**config.mk**
```make
export PLATFORM = sky130hd
export DESIGN_NAME = memoria_ram
export DESIGN_NICKNAME = d
export VERILOG_FILES = /design/src/rtl/memoria_ram.sv
export SDC_FILE = /design/constraint.sdc
export NUM_CORES = 1
export LEC_CHECK = 0
export ABC_CLOCK_PERIOD_IN_PS = 1700
export CAP_MARGIN = 20
export CORE_ASPECT_RATIO = 1.25
export CORE_MARGIN = 2
export CORE_UTILIZATION = 45
export CTS_CLUSTER_DIAMETER = 80
export DETAILED_ROUTE_END_ITERATION = 7
export GPL_ROUTABILITY_DRIVEN = 0
export PLACE_DENSITY_LB_ADDON = 0.15
export SLEW_MARGIN = 20
export SYNTH_ARGS = -nofsm -noshare
export SYNTH_HDL_FRONTEND = slang
export SYNTH_SLANG_ARGS = --single-unit
```
**constraint.sdc**
```tcl
create_clock -name clock -period 1.7 [get_ports clock]
set_input_delay 0.17 -clock clock [delete_from_list [all_inputs] [get_ports clock]]
set_output_delay 0.17 -clock clock [all_outputs]
set_load 0.01 [all_outputs]
```
**src/rtl/memoria_ram.sv**
```systemverilog
// Single-port word RAM with a registered read port, a per-word "written since reset" bitmap
// and one-cycle status pulses for reads, read/write conflicts and reads of unwritten words.
module memoria_ram #(
  parameter int ADDR_W = 4,
  parameter int DATA_W = 8
) (
  input  logic              clock,
  input  logic              reset_n,
  input  logic              rd,
  input  logic              we,
  input  logic [ADDR_W-1:0] endereco,
  input  logic [DATA_W-1:0] dataInMem,
  output logic [DATA_W-1:0] dataOutMem,
  output logic              dataValid,
  output logic              conflito,
  output logic              naoInicializado
);

  localparam int DEPTH = 1 << ADDR_W;

  typedef enum logic [1:0] {
    OCIOSO,
    LEITURA,
    ESCRITA,
    CONFLITO
  } state_t;

  state_t              state_q, state_d;
  logic [DATA_W-1:0]   mem_q [DEPTH];
  logic [DEPTH-1:0]    written_q, written_d;
  logic [DATA_W-1:0]   dout_q, dout_d;
  logic                naoInit_q, naoInit_d;

  always_comb begin
    state_d   = OCIOSO;
    written_d = written_q;
    dout_d    = dout_q;
    naoInit_d = 1'b0;
    unique case ({rd, we})
      2'b10: begin
        state_d = LEITURA;
        if (written_q[endereco]) begin
          dout_d = mem_q[endereco];
        end else begin
          dout_d    = '0;
          naoInit_d = 1'b1;
        end
      end
      2'b01: begin
        state_d             = ESCRITA;
        written_d[endereco] = 1'b1;
      end
      2'b11: begin
        state_d             = CONFLITO;
        written_d[endereco] = 1'b1;
        dout_d              = dataInMem;
      end
      default: state_d = OCIOSO;
    endcase
  end

  always_ff @(posedge clock or negedge reset_n) begin
    if (!reset_n) begin
      state_q   <= OCIOSO;
      written_q <= '0;
      dout_q    <= '0;
      naoInit_q <= 1'b0;
    end else begin
      state_q   <= state_d;
      written_q <= written_d;
      dout_q    <= dout_d;
      naoInit_q <= naoInit_d;
    end
  end

  // Storage is never cleared; the bitmap hides stale contents. Gating on reset_n drops writes under reset.
  always_ff @(posedge clock) begin
    if (reset_n && we) begin
      mem_q[endereco] <= dataInMem;
    end
  end

  assign dataOutMem      = dout_q;
  assign dataValid       = (state_q == LEITURA) || (state_q == CONFLITO);
  assign conflito        = (state_q == CONFLITO);
  assign naoInicializado = naoInit_q;

endmodule

```
# Word level (Yosys, flattened, before mapping)
# Memories as Yosys holds them, arrays and structs flattened.
# Index checks and enable logic that the tools add are counted.
[word_totals] input_bits=16 reg_bits=27 mem_count=1 elab_cells=29 latch_bits=0 ram_bits=128 romBits=0
[mem_list] name="mem_q" words=16 width=8 read_ports=1 rd_ports_with_merged_regs=0 wr=1 line="29" text="logic [DATA_W-1:0] mem_q [DEPTH];"
[classes] div=0 n_bitwise=1 reduce_logical=5 n_eq_ne=5 addsub=0 mul=0 n_lt_le_gt_ge=2 muxes=11 n_shift=0
[op_table] operator="16-bit OR" count=1
[op_table] operator="8-bit case mux with 2 select lines" count=1
[op_table] operator="8-bit two-way mux" count=1
[op_table] operator="2-bit equality test (second input constant)" count=3
[op_table] operator="1-bit two-way mux" count=6
[op_table] operator="2-bit case mux with 3 select lines" count=1
[op_table] operator="4-bit by 5-bit < comparator with 1-bit output (second input constant)" count=1
[op_table] operator="1-bit binary-select mux with 4-bit select" count=1
[op_table] operator="1-bit demux with 4-bit select" count=1
[op_table] operator="2-bit by 1-bit equality test with 1-bit output (second input constant)" count=2
[op_table] operator="4-bit by 1-bit >= comparator with 1-bit output (second input constant)" count=1
[op_table] operator="1-bit logical AND" count=2
[op_table] operator="2-bit nonzero test" count=1
[op_table] operator="2-bit OR reduction" count=1
[op_table] operator="1-bit logical OR" count=1

# Logic depth before layout (Yosys ltp)
# Gate-level depths: netlist (run 1).
[depth] word_depth=5 mapped_depth=7 depth_no_buf=5

# Least setup slack after synthesis (run 1)
# No wires, ideal clock.
[synth_path] kind="input port to flip-flop" start="input port endereco[1]" end="memory mem_q[7][0], enable pin" cell_stages=5 setup_slack_ns=-0.011 arrival_time_ns=1.340 setup_ns=0.370 n_path_buf=3 path_cell_list="clkbuf_8 buf_2 clkbuf_1 nand3_1 nor2_1"
[synth_lines] item="from (decl)" line="11" text="input logic [ADDR_W-1:0] endereco,"
[synth_lines] item="to (decl)" line="29"
# No word-level cell before the write port.

# Final worst setup path (run 1)
[layout_path] start="register written_q[10]" end="register dout_q[1] (netlist: dataOutMem[1])"
[layout_via] elab_chain_cells=4
[layout_lines] item="from (decl)" line="30" text="logic [DEPTH-1:0] written_q, written_d;"
[layout_lines] item="from (signal assigned)" line="70" text="written_q <= written_d;"
[layout_lines] item="1-bit binary-select mux with 4-bit select" line="42" text="if (written_q[endereco]) begin"
[layout_lines] item="1-bit two-way mux (not written as such)" line="42"
[layout_lines] item="8-bit two-way mux" line="42"
[layout_lines] item="8-bit case mux with 2 select lines" line="39" text="unique case ({rd, we})"
[layout_lines] item="to (signal assigned)" line="71" text="dout_q <= dout_d;"
[layout_lines] item="to (decl)" line="31" text="logic [DATA_W-1:0] dout_q, dout_d;"
# Every way passes these cells. The select of a mux whose other input is x is not followed.
# A chain may end at the register's enable or synchronous reset.

==> flow_metrics.tcl, run 1 <==
set metrics [dict create \
    finalClockSkew_ns 0.007696 \
    multi_input_area_um2 1540 \
    grtUsageTotal_pct 19.21 \
    clockBufferDepth 2 \
    viasPerCell 5.610 \
    synth-seq-area-share_pct 71.78 \
    final_cells 585 \
    design_area_um2 7497 \
    yosys_warnings 0 \
    path_class "reg2reg" \
    drv_cap 0 \
    yosys-top-cells-area "edfxtp_1 (61%), dfrtp_1 (11%), mux4_1 (8.8%), mux4_2 (5.4%), a22oi_1 (2.1%)" \
    finalSetupViolations 0 \
    dieWidth_um 109.8 \
    total_leakage_power_nw 2.603 \
    grt_pass1_vias 3392 \
    cts_tree "built" \
    fp-row-count 48 \
    reg2reg_slack_ns 0.03 \
    cts_buffers 17 \
    ys_types 31 \
    synth.largest_area_cell "edfxtp_1" \
    place_area_um2 6937 \
    hold_end "written_q[8]" \
    syn-num-nets 342 \
    final_nets 413 \
    r2r_start "written_q[10]" \
    final_cell_mix "edfxtp_1 (128), buf_4 (45), dfrtp_1 (27), nor2_1 (25), clkdlybuf4s50_1 (24)" \
    seq_area_um2 4519 \
    grt.overflow.total 0 \
    clk_pin_slew_ns 0.06 \
    drt-initial-drc-count 258 \
    n_fill_cell 1097 \
    yosys_register_bits 155 \
    routed_wl_mm 13.14 \
    synthesis.instances 326 \
    synth_flop_cell "edfxtp_1" \
    start_util_pct 45.78 \
    fin_crit_ns 1.674 \
    peakVddDrop_mv 0.6637 \
    fp.dieArea_um2 14960 \
    fmax_mhz 597.2 \
    async_reset_ff_share_pct 17.42 \
    finalHoldViolations 0 \
    critPathTopFamily "multiplexers" \
    avgSynthCellArea_um2 19.31 \
    ios 27 \
    cts-root-buf "clkbuf_16" \
    fp.coreArea_um2 13750 \
    drive_above_1_share_pct 24.15 \
    synth_top_area_share_pct 61.05 \
    finalMaxSlewViolations 0 \
    required_ns 1.98 \
    route.detailed.drc 0 \
    h-tree-depth 4 \
    path_max_fanout 5 \
    grt_pass1_wl_mm 20.22 \
    grtUsageMet2_pct 31.53 \
    netlist_area_um2 6296 \
    portBuffers 26 \
    status "finished clean" \
    hold_path.class "in2reg" \
    vias 3282 \
    hold_depth 2 \
    crit_path_max_incr_delay_ns 0.48 \
    fin_crit_sh_pct 98.50 \
    wire_per_inst_um 22.46 \
    dp.cells 553 \
    worst_pin_slew_ns 0.3787 \
    ant_nets 0 \
    clock_latency_ns 0.41 \
    critPathLaunchType "flop" \
    reg2regPathDepth 5 \
    area_delta_synth_final_pct 19.08 \
    gr-usage-met1_pct 25.83 \
    busiest_layer "met2" \
    worst_ep_arrival_time_ns 1.96 \
    use_met3_pct 4.171 \
    dpl.hpwl_mm 8.723 \
    mostFrequentLayoutCell "edfxtp_1" \
    critPathBufInv 0 \
    first_pass_iters 4 \
    crit_chain "mux4_2, a22oi_2, nand2_2, nand3b_1, a31oi_1" \
    maxSlewHeadroom_pct 74.75 \
    rsz0062_at_grt "yes" \
    endpoint_kind "flop" \
    cp_slowest_cell "mux4_2" \
    r2r-end "dataOutMem[1]" \
    antenna_found_initial 0 \
    die_h_um 136.2 \
    grt_max_degree 32 \
    synth-edff-count 128 \
    diodes 0 \
    power_per_cell_area_nw_per_um2 1135 \
    min-delay-start "endereco[1]" \
    clkSinkCount 155 \
]
state kept, by name, indices dropped and copies added, names as in the netlist:
name,count
mem_q,128
dataOutMem,8
written_q,16
state_q,2
naoInicializado,1
how the worst max path moves through the flow:
stage             startpoint            end  slack [ns]  cells past startpoint
6_report       written_q[10]  dataOutMem[1]        0.03                      5
5_1_grt        written_q[10]  dataOutMem[1]       -0.04                      5
3_3_place_gp     endereco[0]  dataOutMem[3]       -0.31                      7
4_1_cts        written_q[15]  dataOutMem[1]        0.02                      5
2_1_floorplan    endereco[1]    mem_q[7][0]       -0.01                      5
3_5_place_dp     endereco[0]  dataOutMem[3]       -0.28                      7
repair_timing:
action,in CTS,in global routing
pin swaps,3,3
cloned,1,0
gates resized for setup,4,1
hold buffers,0,0
setup buffers,0,0
endpoints found under the hold margin,0,0
endpoints found under the setup margin,1,8
metrics by stage:
stage / TNS [ns] / power [mW] / hold WS (ns) / setup WS [ns] / util (%)
floorplan: -0.1712 / 4.712 / -0.1256 / -0.01081 / -
global placement: -14.47 / 4.988 / 0.4441 / -0.3062 / 50.44
detailed placement: -15.54 / 5.006 / 0.4476 / -0.2778 / 50.44
CTS: 0 / 8.576 / 0.08313 / 0.02304 / 54.49
global route: -0.1129 / 8.800 / 0.09568 / -0.03939 / 54.51
finish: 0 / 8.510 / 0.1025 / 0.02556 / 54.51
cell usage after synthesis (3+ instances only):
master      n
clkbuf_8    7
a31oi_1     8
dfrtp_1    27
o31ai_1     3
inv_1       3
nor2_1     25
mux4_1     21
buf_6       3
o21bai_1   12
mux4_2     15
clkbuf_1    6
nand3b_1   12
a22oi_1    18
nand2_1    18
edfxtp_1  128
layer usage:
metal	vias to the layer above	routed length, um	share of wire, %
li1	1463	-	-
met1	1721	5725	44
met2	87	6736	51
met3	11	551	4.2
met4	0	127	0.97
met5	-	0	0
cells by family after synthesis:
| group | synth area share, % |
|---|---|
| flip-flops | 71.78 |
| AND/OR/NAND/NOR | 5.306 |
| AO/OA/AOI/OAI | 4.889 |
| multiplexers | 14.13 |
| buffers and inverters | 3.895 |
where the power goes:
group	switching, mW	total, mW	internal [mW]
clock	1.43	3.58	2.15
combinational	0.331	0.642	0.311
sequential	0.0543	4.29	4.24
layout make-up:
| class | instances | share of cell area [%] |
|---|---|---|
| sequential | 155 | 60.28 |
| timing repair buffer | 74 | 8.645 |
| clock buffer | 20 | 5.824 |
| inverter | 3 | 0.1502 |
| multi-input combinational | 146 | 20.54 |
| clock inverter | 12 | 1.636 |
| tap | 175 | 2.921 |
Power figures use the tool's default switching activity.
==> inputs of run 2 (changes only) <==
--- a/config.mk
+++ b/config.mk
@@ -5,11 +5,11 @@
 export SDC_FILE = /design/constraint.sdc
 export NUM_CORES = 1
 export LEC_CHECK = 0
-export ABC_CLOCK_PERIOD_IN_PS = 1700
+export ABC_CLOCK_PERIOD_IN_PS = 2100
 export CAP_MARGIN = 20
 export CORE_ASPECT_RATIO = 1.25
 export CORE_MARGIN = 2
-export CORE_UTILIZATION = 45
+export CORE_UTILIZATION = 64
 export CTS_CLUSTER_DIAMETER = 80
 export DETAILED_ROUTE_END_ITERATION = 7
 export GPL_ROUTABILITY_DRIVEN = 0
==> constraint.sdc (replaced) <==
create_clock -name clock -period 2.1 [get_ports clock]
set_input_delay 0.21 -clock clock [delete_from_list [all_inputs] [get_ports clock]]
set_output_delay 0.21 -clock clock [all_outputs]
set_load 0.01 [all_outputs]
==> flow_metrics.tcl, run 2 (synthesis gave the netlist of run 1 again) <==
set metrics [dict create \
    peakVddDrop_mv 0.7519 \
    critPathTopFamily "multiplexers" \
    fp.coreArea_um2 9609 \
    rsz0062_at_grt "no" \
    crit_chain "mux4_1, a22oi_1, nand2_2, nand3b_1, a31oi_1" \
    fin_crit_ns 1.729 \
    cts_hold_buf 0 \
    grtUsageTotal_pct 26.31 \
    total_leakage_power_nw 2.529 \
    clockBufferDepth 2 \
    final.setup.worst_slack_ns 0.3710 \
    clk_pin_slew_ns 0.06 \
    finalSetupViolations 0 \
    crit_path_max_incr_delay_ns 0.55 \
    dieWidth_um 92.72 \
    diodes 0 \
    endpoint_kind "flop" \
    required_ns 2.36 \
    die_h_um 114.9 \
    maxSlewHeadroom_pct 54.35 \
    largest_register_ffs 128 \
    grt_pass1_vias 3374 \
    clock_latency_ns 0.42 \
    wire_per_inst_um 24.34 \
    power.total_mw 6.899 \
    cts-root-buf "clkbuf_16" \
    pre_cts_slack_ns 0.0008273 \
    path_class "reg2reg" \
    final_nets 397 \
    finalClockSkew_ns 0.004719 \
    grt.overflow.total 0 \
    fmax_mhz 578.4 \
    cts_post_setup_buffers_inserted 0 \
    clkSinkCount 155 \
    viasPerCell 6.375 \
    finalMaxSlewViolations 0 \
    hold_path.class "in2reg" \
    area_delta_synth_final_pct 16.04 \
    h-tree-depth 4 \
    drive_above_1_share_pct 21.07 \
    critPathBufInv 0 \
    worst_ep_arrival_time_ns 1.99 \
    power_per_cell_area_nw_per_um2 944.4 \
    regMostFlops "mem_q" \
    cts_buffers 17 \
    start_util_pct 65.52 \
    antenna_found_initial 0 \
    portBuffers 26 \
    critPathLaunchType "flop" \
    final_cell_mix "edfxtp_1 (128), buf_4 (32), dfrtp_1 (27), nor2_1 (25), clkdlybuf4s50_1 (24)" \
    ant_nets 0 \
    ctsResizeCount 0 \
    finalHoldViolations 0 \
    fin_crit_sh_pct 82.33 \
    grt_max_degree 25 \
    routed_wl_mm 12.66 \
    grt_pass1_wl_mm 19.59 \
    fin_setup_tns_ns 0 \
    fp-row-count 40 \
    drv_cap 0 \
    dpl.hpwl_mm 8.049 \
    path_max_fanout 9 \
    cts_tree "built" \
    drt-initial-drc-count 455 \
    status "finished clean" \
    cp_slowest_cell "mux4_1" \
    worst_pin_slew_ns 0.6826 \
    vias 3315 \
    ios 27 \
    route.detailed.drc 0 \
    mostFrequentLayoutCell "edfxtp_1" \
    fp.dieArea_um2 10650 \
    first_pass_iters 5 \
]
-- run 2: changes by cell type in the layout (fill, tap and decap cells not counted), sizes merged --
cell / previous run / this run
nand2: 20 / 19
clkinv: 4 / 6
clkbuf: 20 / 18
buf: 50 / 35
-- run 2: final timing paths --
kind,from,endpoint,slack [ns],cells after the start
worst max-delay path,written_q[13],dataOutMem[7],0.37,5
worst min-delay path,endereco[0],written_q[0],0.18,2
worst max register to register,written_q[13],dataOutMem[7],0.37,5
worst min register to register,written_q[10],written_q[10],0.47,1
max in group asynchronous,reset_n,dataOutMem[0],1.45,2
min in group asynchronous,reset_n,dataOutMem[6],0.31,2
-- run 2: final cells by class --
class	count	area, um^2
flip-flops and latches	155	4519
inverters	3	11.26
multi-input cells	145	1531
fillers	545	2303
clock inverters	14	146.4
repair buffers	59	510.5
well taps	126	157.7
clock buffers	18	429.2
-- run 2: worst reg2reg max path: stages (launching register included) --
cell	delay, ns
dfrtp_1	0.38
mux4_1	0.55
a22oi_1	0.21
nand2_2	0.19
nand3b_1	0.15
a31oi_1	0.10
-- run 2: stage by stage --
step | instance area (um^2) | util [%] | hold slack [ns] | cells
after floorplan | 6296 | - | -0.08559 | 326
after global placement | 6730 | 70.04 | 0.4501 | 488
after detailed placement | 6730 | 70.04 | 0.4570 | 488
after CTS | 7306 | 76.03 | 0.1639 | 520
after global routing | 7306 | 76.03 | 0.2204 | 520
final | 7306 | 76.03 | 0.1833 | 520
-- run 2: power by group --
group	total, mW	switching, mW	internal [mW]
clock	2.94	1.19	1.75
combinational	0.492	0.262	0.230
sequential	3.47	0.0413	3.43
-- run 2: per-layer routing --
metal / up-vias / routed length [um] / GRT usage (%)
met2: 159 / 6433 / 41.90
met3: 38 / 726 / 6.160
li1: 1436 / - / -
met4: 0 / 478 / 14.22
met5: - / 0 / 0
met1: 1682 / 5021 / 34.38
